## src/rtl/cpu_memory_pkg.sv

```systemverilog
// cpu_memory_pkg: shared control-bit indices, size codes and state encoding for the memory stage.
package cpu_memory_pkg;
    localparam int PCB_WIDTH = 4;
    localparam int PCB_WA = 0;
    localparam int PCB_WB = 1;
    localparam int PCB_RM = 2;
    localparam int PCB_WM = 3;
    localparam logic [1:0] SIZE_BYTE  = 2'b00;
    localparam logic [1:0] SIZE_SHORT = 2'b01;
    localparam logic [1:0] SIZE_LONG  = 2'b10;
    typedef enum logic [1:0] {IDLE = 2'd0, BEAT_HI = 2'd1, BEAT_LO = 2'd2} state_e;
endpackage

```

## src/rtl/cpu_memory_lane.sv

```systemverilog
// cpu_memory_lane: big-endian byte-lane steering for the 16-bit data bus.
module cpu_memory_lane
    import cpu_memory_pkg::*;
(
    input  logic [1:0]  size_i,
    input  logic        addr0_i,
    input  logic        beat_lo_i,
    input  logic [31:0] wdata_i,
    input  logic [15:0] rdata_i,
    output logic [1:0]  sel_o,
    output logic [15:0] wdata_o,
    output logic [15:0] rdata_o
);
    logic is_byte;
    assign is_byte = size_i == SIZE_BYTE;
    always_comb begin
        sel_o   = !is_byte ? 2'b11 : addr0_i ? 2'b01 : 2'b10;
        wdata_o = size_i == SIZE_LONG ? (beat_lo_i ? wdata_i[15:0] : wdata_i[31:16])
                : !is_byte ? wdata_i[15:0]
                : addr0_i ? {8'h00, wdata_i[7:0]} : {wdata_i[7:0], 8'h00};
        rdata_o = !is_byte ? rdata_i : addr0_i ? {8'h00, rdata_i[7:0]} : {8'h00, rdata_i[15:8]};
    end
endmodule

```

## src/rtl/cpu_memory.sv

```systemverilog
// cpu_memory: memory pipeline stage; drives a 16-bit Wishbone data port and registers writeback.
module cpu_memory #(
    parameter int PCB_WIDTH = cpu_memory_pkg::PCB_WIDTH
) (
    input  logic                 clk_i,
    input  logic                 rst_i,
    input  logic                 flush_i,
    input  logic [PCB_WIDTH-1:0] pipeline_control_bits_i,
    input  logic [1:0]           size_i,
    input  logic [31:0]          memory_address_i,
    input  logic [31:0]          mem_result_i,
    input  logic [31:0]          reg0_result_i,
    input  logic [31:0]          reg1_result_i,
    input  logic [3:0]           register0_write_index_i,
    input  logic [3:0]           register1_write_index_i,
    output logic [31:0]          dmem_address_o,
    output logic [15:0]          dmem_data_o,
    input  logic [15:0]          dmem_data_i,
    output logic [1:0]           dmem_sel_o,
    output logic                 dmem_we_o,
    output logic                 dmem_stb_o,
    output logic                 dmem_cyc_o,
    input  logic                 dmem_ack_i,
    output logic                 stall_o,
    output logic                 register_wea_o,
    output logic                 register_web_o,
    output logic [3:0]           register0_write_index_o,
    output logic [3:0]           register1_write_index_o,
    output logic [31:0]          reg0_result_o,
    output logic [31:0]          reg1_result_o
);
    import cpu_memory_pkg::*;
    state_e state_q, state_d;
    logic [PCB_WIDTH-1:0] pcb_q, pcb_d, pcb_in;
    logic [1:0] size_q, size_d, sel_q, sel_d, lane_size, lane_sel;
    logic [31:0] addr_q, addr_d, wdata_q, wdata_d, reg0_q, reg0_d, reg1_q, reg1_d, load_val, lane_win;
    logic [15:0] dout_q, dout_d, hi_q, hi_d, lane_wdata, lane_rdata;
    logic [3:0] idx0_q, idx0_d, idx1_q, idx1_d;
    logic we_q, we_d, cyc_q, cyc_d, wea_q, wea_d, web_q, web_d, flushed_q, flushed_d;
    logic idle, mem_in, kill, last;
    assign idle      = state_q == IDLE;
    assign lane_size = idle ? size_i : size_q;
    assign lane_win  = idle ? mem_result_i : wdata_q;
    cpu_memory_lane u_lane (
        .size_i    (lane_size),
        .addr0_i   (idle ? memory_address_i[0] : addr_q[0]),
        .beat_lo_i (state_q == BEAT_HI),
        .wdata_i   (lane_win),
        .rdata_i   (dmem_data_i),
        .sel_o     (lane_sel),
        .wdata_o   (lane_wdata),
        .rdata_o   (lane_rdata)
    );
    always_comb begin
        pcb_in   = flush_i ? '0 : pipeline_control_bits_i;
        mem_in   = pcb_in[PCB_RM] | pcb_in[PCB_WM];
        kill     = flushed_q | flush_i;
        last     = dmem_ack_i & ((state_q == BEAT_LO) | (state_q == BEAT_HI && size_q != SIZE_LONG));
        load_val = size_q == SIZE_LONG ? {hi_q, dmem_data_i} : {16'h0000, lane_rdata};
        state_d = state_q; pcb_d = pcb_q; size_d = size_q; sel_d = sel_q; addr_d = addr_q;
        wdata_d = wdata_q; reg0_d = reg0_q; reg1_d = reg1_q; dout_d = dout_q; hi_d = hi_q;
        idx0_d = idx0_q; idx1_d = idx1_q; we_d = we_q; cyc_d = cyc_q; flushed_d = flushed_q;
        wea_d = 1'b0;
        web_d = 1'b0;
        if (idle) begin
            pcb_d = pcb_in; size_d = size_i; wdata_d = mem_result_i; flushed_d = 1'b0;
            idx0_d = register0_write_index_i; idx1_d = register1_write_index_i;
            reg0_d = reg0_result_i; reg1_d = reg1_result_i;
            wea_d = ~mem_in & pcb_in[PCB_WA];
            web_d = ~mem_in & pcb_in[PCB_WB];
            if (mem_in) begin
                state_d = BEAT_HI; cyc_d = 1'b1; we_d = pcb_in[PCB_WM];
                sel_d = lane_sel; dout_d = lane_wdata;
                addr_d = size_i == SIZE_SHORT ? {memory_address_i[31:1], 1'b0} : memory_address_i;
            end
        end else begin
            flushed_d = kill;
            if (dmem_ack_i && state_q == BEAT_HI && size_q == SIZE_LONG) begin
                state_d = BEAT_LO; hi_d = dmem_data_i; addr_d = addr_q + 32'd2; dout_d = lane_wdata;
            end
            // Final beat: release the bus and present writeback for one cycle unless squashed.
            if (last) begin
                state_d = IDLE; cyc_d = 1'b0; we_d = 1'b0; sel_d = 2'b00;
                wea_d = ~kill & pcb_q[PCB_WA];
                web_d = ~kill & pcb_q[PCB_WB];
                if (pcb_q[PCB_RM]) reg0_d = load_val;
            end
        end
    end
    always_ff @(posedge clk_i) begin
        if (rst_i) begin
            state_q <= IDLE; pcb_q <= '0; size_q <= '0; sel_q <= '0; addr_q <= '0;
            wdata_q <= '0; reg0_q <= '0; reg1_q <= '0; dout_q <= '0; hi_q <= '0;
            idx0_q <= '0; idx1_q <= '0; we_q <= 1'b0; cyc_q <= 1'b0; flushed_q <= 1'b0;
            wea_q <= 1'b0; web_q <= 1'b0;
        end else begin
            state_q <= state_d; pcb_q <= pcb_d; size_q <= size_d; sel_q <= sel_d; addr_q <= addr_d;
            wdata_q <= wdata_d; reg0_q <= reg0_d; reg1_q <= reg1_d; dout_q <= dout_d; hi_q <= hi_d;
            idx0_q <= idx0_d; idx1_q <= idx1_d; we_q <= we_d; cyc_q <= cyc_d; flushed_q <= flushed_d;
            wea_q <= wea_d; web_q <= web_d;
        end
    end
    assign stall_o                 = state_q != IDLE;
    assign dmem_address_o          = addr_q;
    assign dmem_data_o             = dout_q;
    assign dmem_sel_o              = sel_q;
    assign dmem_we_o               = we_q;
    assign dmem_stb_o              = cyc_q;
    assign dmem_cyc_o              = cyc_q;
    assign register_wea_o          = wea_q;
    assign register_web_o          = web_q;
    assign register0_write_index_o = idx0_q;
    assign register1_write_index_o = idx1_q;
    assign reg0_result_o           = reg0_q;
    assign reg1_result_o           = reg1_q;
endmodule

```

## config.mk

```make
export PLATFORM = sky130hd
export DESIGN_NAME = cpu_memory
export DESIGN_NICKNAME = d
export VERILOG_FILES = /design/src/rtl/cpu_memory_pkg.sv /design/src/rtl/cpu_memory_lane.sv /design/src/rtl/cpu_memory.sv
export SDC_FILE = /design/constraint.sdc
export NUM_CORES = 1
export LEC_CHECK = 0
export CAP_MARGIN = 20
export CORE_MARGIN = 1
export CORE_UTILIZATION = 40
export CTS_CLUSTER_DIAMETER = 120
export DETAILED_ROUTE_END_ITERATION = 10
export PLACE_DENSITY = 0.73
export SETUP_SLACK_MARGIN = 0.4
export SYNTH_ARGS = -nofsm -noshare
export SYNTH_HDL_FRONTEND = slang
export SYNTH_SLANG_ARGS = --single-unit
```

## constraint.sdc

```tcl
create_clock -name clk_i -period 2.1 [get_ports clk_i]
set_input_delay 0.21 -clock clk_i [delete_from_list [all_inputs] [get_ports clk_i]]
set_output_delay 0.21 -clock clk_i [all_outputs]
set_load 0.05 [all_outputs]
```

==> out/metrics.yaml <==
wl_um: 29600
yosys-top-cells-area: "dfxtp_1 45%, nand2_1 9.1%, a21oi_1 8.6%"
hold_depth: 2
holdCritPathClass: "primary input to flop"
grt_max_degree: 88
final_nets: 1474
tritoncts: "built"
ys_async_sr_fraction: 0
dp_hpwl_um: 18500
synth_edf_count: 0
max-vdd-ir-drop_mv: 0.602
hold_end: "dmem_address_o[20]$_SDFFE_PP0P_"
hold_start: "rst_i"
drc_errors: 0
firstDrtPassIters: 7
synth_cells: 995
crit_type: "flop to flop"
reg2reg_from: "dmem_address_o[5]$_SDFFE_PP0P_"
drt-initial-drc-count: 740
synth_area_per_cell_um2: 8.08
syn_to_final_growth_pct: 61.0
synthFlopType: "dfxtp_1"
grt_pass1_wl_um: 41700
track_usage: 0.260
clockRootBuffer: "clkbuf_16"
setup_ws_ps: 321
crit_chain: "and4_4 -> nand3_4 -> or3_4 -> or4_1 -> o211ai_1"
slew_viol_final: 0
die_x_um: 144
cp-start-kind: "flop"
start_util: 0.410
seq_area_frac_synth: 0.453
synth_top_area_cell: "dfxtp_1"
placed_cells: 1509
yosysMostFrequentCell: "nand2_1"
io_buffers: 289
gp_congestion: 0.861
instances_no_fill: 1589
grt_pass1_vias: 7975
synthTopCellsByCount: "194 x nand2_1, 182 x dfxtp_1, 138 x a21oi_1"
relSlewSlack: 0.523
cp-end-kind: "flop"
cpMaxStageDelayCell: "or3_4"
postCtsHoldBufs: 0
vias: 8912
maxCapViolCount: 0
arrival_ps: 2130
ant_nets: 0
yosysWarnings: 0
grt_overflow_total: 0
worstMarginPinSlew_ps: 715
ys_ff_latch: 182
rr_endpoint: "dmem_address_o[22]$_SDFFE_PP0P_"
finalHoldViolations: 0
fmax_ghz: 0.562
finalSetupTns_ps: 0
p_leak_uw: 0.00550
power_density_mw_per_mm2: 771
drive_above_1_share: 0.188
final.min_clock_period_ps: 1780
netlist_area_mm2: 0.00804
status: "completed"
fin_crit_sh: 0.847
clk_pin_slew_ps: 70
die_y_um: 144
num_io_pins: 290
wl_per_cell_um: 18.6
antenna_found_initial: 0
finClkSkew_ps: 11.2
fp-row-count: 51
cts_num_sinks: 182
rsz0062_at_grt: "yes"
r2r_setup_slack_ps: 320
synth_nets: 1158
critPathLaunch: "dmem_address_o[5]$_SDFFE_PP0P_"
critPathMaxStageDelay_ps: 400
required_ps: 2450
h-tree-depth: 4
clkLatencyLatePin_ps: 430
finalSetupViolCount: 0
post-place-ws_ps: 35.8
worstRegToRegCells: 5
yosysUniqueCellTypes: 61
via_per_inst: 5.61
n_antenna_cell: 0
synth_top_cell_area_share: 0.453
dieArea_mm2: 0.0207
cp_max_fo: 5
numCtsBuffers: 17
hold_slack_ps: 134
clockBufferDepth: 2
core_area_mm2: 0.0196
[layout by cell type, fill, tap and decap left out, types with 7 or more instances in the layout]
master             n
and3_1             8
buf_4             58
o221ai_1           8
and2_1             7
buf_12             7
nor3_1            34
nand3_1           19
a221oi_2          20
mux2i_2           10
dfxtp_1          156
dfxtp_4           19
o21ai_1            7
clkbuf_16         24
o22ai_1           11
mux2i_1           33
o211ai_1          10
o211a_1           10
a21oi_1          132
dfxtp_2            7
nor2_1            80
clkdlybuf4s50_1  160
o221a_2            8
buf_6             17
o21ai_0           15
nand2_1          194
dlygate4sd2_1    125
[final cells by class]
| class | instances | area [um^2] |
|---|---|---|
| fillers | 1662 | 6650 |
| clock buffers | 19 | 454 |
| inverters | 7 | 31.3 |
| clock inverters | 13 | 168 |
| repair buffers | 382 | 3750 |
| multi-input cells | 721 | 4490 |
| well taps | 265 | 332 |
| flip-flops and latches | 182 | 3720 |
[logic make-up after synthesis]
logic type	share of synthesized area
adder cells (fa/ha/maj)	0.00156
AND/OR/NAND/NOR	0.218
flip-flops	0.453
AO/OA/AOI/OAI	0.222
buffers and inverters	0.0478
multiplexers	0.0573
[through the flow]
step,area (um^2),total power [uW],util
floorplan,8180,5410,-
global placement,11400,6410,0.583
detailed placement,11400,6430,0.583
CTS,12200,9770,0.625
global route,12900,10400,0.661
finish,12900,9980,0.661
[routing by layer]
metal  up-vias  share of wire  routed length [um]  global-route usage
met2       417           0.48               14300               0.436
met4         0          0.026                 773              0.0952
met3        55          0.081                2410              0.0556
li1       4191              -                   -                   -
met5         -              0                   0                   0
met1      4249           0.41               12100               0.327
[what timing repair did]
item	4_1_cts	5_1_grt
gates resized for setup	172	95
cloned	2	9
endpoints found under the setup margin	240	83
pin swaps	11	28
setup buffers	18	19
[power by group]
part           total (uW)  switching [uW]  leakage (uW)  internal (uW)
logic                2690            1620       0.00368           1060
clock network        3410            1440      0.000302           1960
registers            3890             184       0.00152           3710
total                9980            3250       0.00550           6740
[how the worst max path moves through the flow]
stage	depth (start not counted)	slack, ps	to
floorplan	6	200	dmem_address_o[22]$_SDFFE_PP0P_
global placement	7	60	dmem_address_o[7]$_SDFFE_PP0P_
detailed placement	8	40	dmem_address_o[11]$_SDFFE_PP0P_
CTS	5	300	dmem_address_o[22]$_SDFFE_PP0P_
global route	5	260	dmem_address_o[22]$_SDFFE_PP0P_
finish	5	320	dmem_address_o[22]$_SDFFE_PP0P_
[registers in the layout, summed over array words and instances, names as in the netlist, 3 cells and up]
name                     flops
hi_q                        16
dmem_address_o              32
register1_write_index_o      4
reg1_result_o               32
pcb_q                        3
reg0_result_o               32
register0_write_index_o      4
dmem_data_o                 16
wdata_q                     32
[critical path, delay by kind of cell, from the launching register on]
family	cells	cell delay, ps
AO/OA/AOI/OAI	1	170
flip-flops	1	350
AND/OR/NAND/NOR	4	1170
(Power assumes the default switching activity.)
